[config.mk]
export PLATFORM = sky130hd
export DESIGN_NAME = axis_readback_pattern_gen
export DESIGN_NICKNAME = d
export VERILOG_FILES = /design/src/rtl/rfsoc_config_pkg.sv /design/src/rtl/readback_pattern_core.sv /design/src/rtl/axis_readback_pattern_gen.sv
export SDC_FILE = /design/constraint.sdc
export NUM_CORES = 1
export LEC_CHECK = 0
export BUFFER_PORTS_ARGS = -buffer_cell sky130_fd_sc_hd__buf_2
export CAP_MARGIN = 20
export CORE_ASPECT_RATIO = 1.2
export CORE_MARGIN = 2
export CORE_UTILIZATION = 50
export CTS_BUF_LIST = sky130_fd_sc_hd__clkbuf_4 sky130_fd_sc_hd__clkbuf_8
export DETAILED_ROUTE_END_ITERATION = 8
export PLACE_DENSITY = 0.75
export SETUP_SLACK_MARGIN = 0.5
export SLEW_MARGIN = 0
export SYNTH_ARGS = -nofsm -noshare
export SYNTH_HDL_FRONTEND = slang
export SYNTH_HIERARCHICAL = 1
export SYNTH_SLANG_ARGS = --single-unit
export TNS_END_PERCENT = 50
[constraint.sdc]
create_clock -name ps_clk -period 3.16 [get_ports ps_clk]
set_clock_uncertainty 0.2 [all_clocks]
set_input_delay 0.158 -clock ps_clk [delete_from_list [all_inputs] [get_ports ps_clk]]
set_output_delay 0.158 -clock ps_clk [all_outputs]
set_load 0.005 [all_outputs]
[src/rtl/rfsoc_config_pkg.sv]
// ============================================================================
// rfsoc_config : shared RFSoC PS-side configuration types and constants
// Revision     : 1.1 - readback pattern generator enums added
// ============================================================================
`default_nettype none

package rfsoc_config;

    // GPIO bit used as the software trigger for PS-side test sources
    localparam int sdata = 0;

    typedef enum logic [1:0] {
        RB_NIBBLE  = 2'd0,
        RB_INCR    = 2'd1,
        RB_WALK1   = 2'd2,
        RB_CHECKER = 2'd3
    } readback_mode_t;

    typedef enum logic [1:0] {
        ST_IDLE         = 2'd0,
        ST_STREAM       = 2'd1,
        ST_WAIT_RELEASE = 2'd2
    } readback_state_t;

    // Index width that stays legal for a single-beat burst
    function automatic int idx_width(input int n);
        return (n > 1) ? $clog2(n) : 1;
    endfunction

endpackage

`default_nettype wire

[src/rtl/readback_pattern_core.sv]
// ============================================================================
// readback_pattern_core : combinational beat-pattern generator
// Revision              : 1.0 - initial release
// ============================================================================
`default_nettype none

module readback_pattern_core
    import rfsoc_config::*;
#(
    parameter int DATA_W = 32,
    parameter int IDX_W  = 4
) (
    input  readback_mode_t      mode,
    input  logic [IDX_W-1:0]    beat_idx,
    output logic [DATA_W-1:0]   pattern
);

    logic [DATA_W-1:0] idx_ext;
    logic [DATA_W-1:0] one;
    logic [31:0]       shamt;

    assign idx_ext = DATA_W'(beat_idx);
    assign one     = {{(DATA_W-1){1'b0}}, 1'b1};
    assign shamt   = 32'(beat_idx) % 32'(DATA_W);

    always_comb begin
        pattern = '0;
        unique case (mode)
            RB_NIBBLE:  pattern = {(DATA_W/4){idx_ext[3:0]}};
            RB_INCR:    pattern = idx_ext;
            RB_WALK1:   pattern = one << shamt;
            RB_CHECKER: pattern = beat_idx[0] ? {(DATA_W/8){8'hAA}} : {(DATA_W/8){8'h55}};
            default:    pattern = '0;
        endcase
    end

endmodule

`default_nettype wire

[src/rtl/axis_readback_pattern_gen.sv]
// ============================================================================
// axis_readback_pattern_gen : GPIO-triggered AXI-Stream burst test source
//   Optional macro READBACK_SEQ_EN puts a burst sequence number in the top byte.
// Revision                  : 2.0 - parametrised width/length, four patterns
// ============================================================================
`default_nettype none

module axis_readback_pattern_gen
    import rfsoc_config::*;
#(
    parameter int DATA_W    = 32,
    parameter int BURST_LEN = 16,
    parameter int MODE_LSB  = 1
) (
    input  logic              ps_clk,
    input  logic              rst,
    input  logic [15:0]       gpio_in,
    output logic [DATA_W-1:0] m_axis_tdata,
    output logic              m_axis_tvalid,
    input  logic              m_axis_tready,
    output logic              m_axis_tlast,
    output logic              busy,
    output logic              done
);

    localparam int               IDX_W    = idx_width(BURST_LEN);
    localparam logic [IDX_W-1:0] LAST_IDX = IDX_W'(BURST_LEN - 1);

    generate
        if (MODE_LSB < 0 || MODE_LSB > 14 || MODE_LSB == sdata || MODE_LSB + 1 == sdata) begin : g_bad_mode_lsb
            $error("MODE_LSB field overlaps the trigger bit or leaves gpio_in");
        end
    endgenerate

    readback_state_t   state, state_n;
    readback_mode_t    mode_q, mode_n, pat_mode, gpio_mode;
    logic [IDX_W-1:0]  beat_idx, idx_n, pat_idx;
    logic [DATA_W-1:0] pattern, beat_data, tdata_n;
    logic              tvalid_n, tlast_n, done_n;
    logic              trig;
    logic              unused_gpio;

    assign trig        = gpio_in[sdata];
    assign gpio_mode   = readback_mode_t'(gpio_in[MODE_LSB+1:MODE_LSB]);
    assign unused_gpio = ^gpio_in;
    assign busy        = (state == ST_STREAM);

    readback_pattern_core #(
        .DATA_W (DATA_W),
        .IDX_W  (IDX_W)
    ) u_core (
        .mode     (pat_mode),
        .beat_idx (pat_idx),
        .pattern  (pattern)
    );

`ifdef READBACK_SEQ_EN
    logic [7:0] seq_cnt;
    logic [7:0] seq_lat;

    always_ff @(posedge ps_clk or negedge rst) begin
        if (!rst) begin
            seq_cnt <= 8'd0;
            seq_lat <= 8'd0;
        end else begin
            if (done)
                seq_cnt <= seq_cnt + 8'd1;
            if (state == ST_IDLE && trig)
                seq_lat <= seq_cnt;
        end
    end

    // Beat 0 is loaded on the trigger edge, before seq_lat has captured the count
    always_comb begin
        beat_data                  = pattern;
        beat_data[DATA_W-1 -: 8]   = (state == ST_IDLE) ? seq_cnt : seq_lat;
    end
`else
    assign beat_data = pattern;
`endif

    always_comb begin
        state_n  = state;
        mode_n   = mode_q;
        idx_n    = beat_idx;
        tdata_n  = m_axis_tdata;
        tvalid_n = m_axis_tvalid;
        tlast_n  = m_axis_tlast;
        done_n   = 1'b0;
        pat_mode = mode_q;
        pat_idx  = beat_idx + IDX_W'(1);
        unique case (state)
            ST_IDLE: begin
                pat_mode = gpio_mode;
                pat_idx  = '0;
                if (trig) begin
                    state_n  = ST_STREAM;
                    mode_n   = gpio_mode;
                    idx_n    = '0;
                    tdata_n  = beat_data;
                    tvalid_n = 1'b1;
                    tlast_n  = (LAST_IDX == '0);
                end
            end
            ST_STREAM: begin
                if (m_axis_tvalid && m_axis_tready) begin
                    if (beat_idx == LAST_IDX) begin
                        state_n  = ST_WAIT_RELEASE;
                        tvalid_n = 1'b0;
                        tlast_n  = 1'b0;
                        done_n   = 1'b1;
                    end else begin
                        idx_n    = beat_idx + IDX_W'(1);
                        tdata_n  = beat_data;
                        tlast_n  = ((beat_idx + IDX_W'(1)) == LAST_IDX);
                    end
                end
            end
            ST_WAIT_RELEASE: begin
                if (!trig)
                    state_n = ST_IDLE;
            end
            default: state_n = ST_IDLE;
        endcase
    end

    always_ff @(posedge ps_clk or negedge rst) begin
        if (!rst) begin
            state         <= ST_IDLE;
            mode_q        <= RB_NIBBLE;
            beat_idx      <= '0;
            m_axis_tdata  <= '0;
            m_axis_tvalid <= 1'b0;
            m_axis_tlast  <= 1'b0;
            done          <= 1'b0;
        end else begin
            state         <= state_n;
            mode_q        <= mode_n;
            beat_idx      <= idx_n;
            m_axis_tdata  <= tdata_n;
            m_axis_tvalid <= tvalid_n;
            m_axis_tlast  <= tlast_n;
            done          <= done_n;
        end
    end

endmodule

`default_nettype wire

==> metrics.md <==
| Metric | Value |
|---|---|
| Initial antenna violation count | 0 |
| Critical path class | flop to flop |
| CP arrival | 2.45 ns |
| Drt pass-1 iters | 4 |
| Largest family of logic cells by synthesized area | multiplexers |
| Simple-gate share of the synthesized area | 0.1567 |
| Remaining Overflow, GRT | 0 |
| Unrepaired setup endpoints after global routing | no |
| Routed WL per cell | 14.88 um |
| DIE HEIGHT | 78.41 um |
| Synth Area in Compound Gates | 0.09816 |
| Starting Density | 0.5097 |
| Layout cells sized above 1 | 0.2996 |
| Hold Crit Depth | 1 |
| Measured slew at the worst slew-check pin | 0.9331 ns |
| Main synth FF type | dfrtp_1 |
| Cell variety after synth | 39 |
| Fmax | 0.4150 GHz |
| Async SR Flop Fraction | 1.000 |
| Register-to-Register Path Depth | 5 |
| Area of the multi-input gates | 1041 sq um |
| Clock Path Buffers | 2 |
| Root Buffer | clkbuf_8 |
| Vias per cell | 5.596 |
| CP Cell Sequence | nor2_2 > mux2_2 > or3b_1 > o211ai_1 > mux2_1 |
| TNS Setup | 0 ns |
| Max-Cap Viols | 0 |
| Max-slew headroom | 0.3779 |
| Pwr dens | 836.9 nW/um^2 |
| Largest net degree at the start of global routing | 44 |
| Mux cell area share after synthesis | 0.1757 |
| Die area | 5176 sq um |
| IO buf count | 41 |
| Worst Hold Launch | m_axis_tdata[20] |
| Hpwl dp | 2926 um |
| CTS Buf Count | 5 |
| Final ANT Viol Nets | 0 |
| Vias in the first global route | 1,533 |
| Global-route wire length before repair | 7107 um |
| Tot Pwr | 0.002179 W |
| Time the worst path needs with I/O delays and setup | 2.410 ns |
| Buf/Inv on CP | 0 |
| Worst-path fanout max | 17 |
| Worst Hold End | m_axis_tdata[20] |
| Post-CTS Setup Inserts | 0 |
| Setup slack, reg-to-reg | 0.75 ns |
| Row cnt | 27 |
| Status | finished clean |
| Setup violators final | 0 |
| Sequential share of the synthesized area | 0.4664 |
| Clock Sinks | 43 |
| Die width | 66.01 um |
| CP top delay family | simple AND/OR/NAND/NOR gates |
| DRC viols | 0 |
| Worst r2r dst | m_axis_tdata[4] |
| TritonCTS clock tree | done |
| WP data required | 3.20 ns |
| Register area | 1076 sq um |
| ANT cells | 0 |
| CP peak stage delay | 0.53 ns |
| Ys Warns | 6 |
| Layout area overhead | 12.85% |
| CTS H-tree depth | 2 |
| Adder-cell share of the synthesized area | 0.01085 |
| Routed WL | 4242 um |
| Core outline area | 4527 sq um |
| Worst vdd ir | 0.0003972 V |
| GRT Total Usage | 0.1779 |
| Final net count | 248 |
| DR vias | 1,595 |
| Period utilisation layout | 0.7626 |
| Post-synth EDFFs | 0 |
| Hold Crit Class | flop to flop |
| Xor-xnor portion of the synthesized cell area | 0.007592 |
| Final Wtd Congestion | 0.8890 |
| Worst reg2reg path startpoint | state[0] |
| Slew Viols, Final | 0 |
| Top Ports | 55 |
| Worst skew pair latency | 0.29 ns |
| Net Count, Synth | 215 |
| Yosys reg bits | 43 |
| Slowest cell on crit path | dfrtp_1 |
| Avg Inst Size Synth | 11.89 sq um |
| Clock transition at path regs | 0.08 ns |
| Gate Count Post-Synth | 194 |
| Worst Setup End Kind | flop |
| Hold Violations, Final | 0 |
| DR iter-0 viols | 87 |
| Cell Area, Synth | 2307 sq um |
| Pleak | 1.285 nW |
| Worst Setup Start Kind | flop |
| Filler cells | 394 |
## worst max path at each step
stage,depth (start not counted),endpoint,from
after global routing,6,m_axis_tdata[17],beat_idx[0]
after global placement,5,m_axis_tdata[4],state[0]
after detailed placement,5,m_axis_tdata[4],state[0]
after CTS,5,m_axis_tdata[4],state[0]
final,5,m_axis_tdata[4],state[0]
after floorplan,8,m_axis_tdata[22],state[0]
## placed cells by master (no fill, tap or decap), types with 4 or more instances in the layout
cell type	instances
buf_2	41
clkbuf_8	5
dfrtp_1	43
dlygate4sd3_1	5
inv_1	8
mux2_1	29
mux2_2	7
nand2_1	8
nand3_1	8
nand4b_1	5
nand4bb_1	7
nor2_1	6
o211ai_1	13
or3b_1	4
## cell usage after synthesis, types with 2 or more instances
cell,n,area share
buf_4,14,0.046
nand4bb_1,7,0.034
nand4_1,2,0.0054
buf_6,3,0.015
nand3_1,8,0.017
nor2_1,8,0.013
or3b_1,4,0.015
nand2_1,8,0.013
inv_1,8,0.013
ha_1,2,0.011
mux2_1,29,0.14
mux2_2,7,0.034
o211ai_1,13,0.042
clkbuf_1,3,0.0049
o221ai_1,2,0.0076
nand4b_1,5,0.019
buf_2,2,0.0043
dfrtp_1,43,0.47
o21ai_0,3,0.0065
a21oi_1,2,0.0043
nand2b_1,3,0.0081
## metal layers
layer  wire length, um  track usage  vias to the layer above
li1                  -            -                      767
met1              1831       0.2221                      781
met2              2154       0.3020                       42
met3               197      0.04298                        5
met4                58      0.05510                        0
met5                 0            0                        -
## cells by family (layout without fill, tap and decap cells)
group           after synthesis  after routing
xor+xnor                      2              2
compound gates               28             28
mux                          36             36
buf+inv                      31             64
flops                        43             43
fa+ha+maj                     2              2
simple gates                 52             52
## flip-flops by register name, summed over array words and instances (netlist names)
| signal | flops |
|---|---|
| mode_q | 2 |
| m_axis_tlast | 1 |
| beat_idx | 4 |
| m_axis_tdata | 32 |
| state | 2 |
| done | 1 |
| m_axis_tvalid | 1 |
## through the flow
step	setup slack [ns]	area, sq um	utilization	hold WS, ns	std cells
detailed placement	0.5709	2442	0.5395	0.1536	273
floorplan	0.6746	2307	-	-0.3376	194
global placement	0.6459	2442	0.5395	0.1414	273
finish	0.7502	2604	0.5752	0.2858	285
CTS	0.5803	2599	0.5741	0.2942	285
global route	0.5949	2604	0.5752	0.3082	285
## report_power, final
group / total (W) / internal [W] / switching (W)
registers: 0.000867 / 0.000748 / 0.000119
clock network: 0.000412 / 0.000240 / 0.000172
logic: 0.000899 / 0.000434 / 0.000465
## final cells by class
type / instances / share of cell area
inverter: 8 / 0.01153
tap: 58 / 0.02787
clock buffer: 6 / 0.02931
sequential: 43 / 0.4133
multi-input combinational: 120 / 0.3998
clock inverter: 1 / 0.01153
timing repair buffer: 49 / 0.1067
## repair_timing
item / in CTS / in global routing
hold endpoints to repair: 49 / 0
resized for setup: 0 / 2
hold buffers: 5 / 0
endpoints found under the setup margin: 0 / 16
No activity file was read; power rests on OpenSTA's default activity.
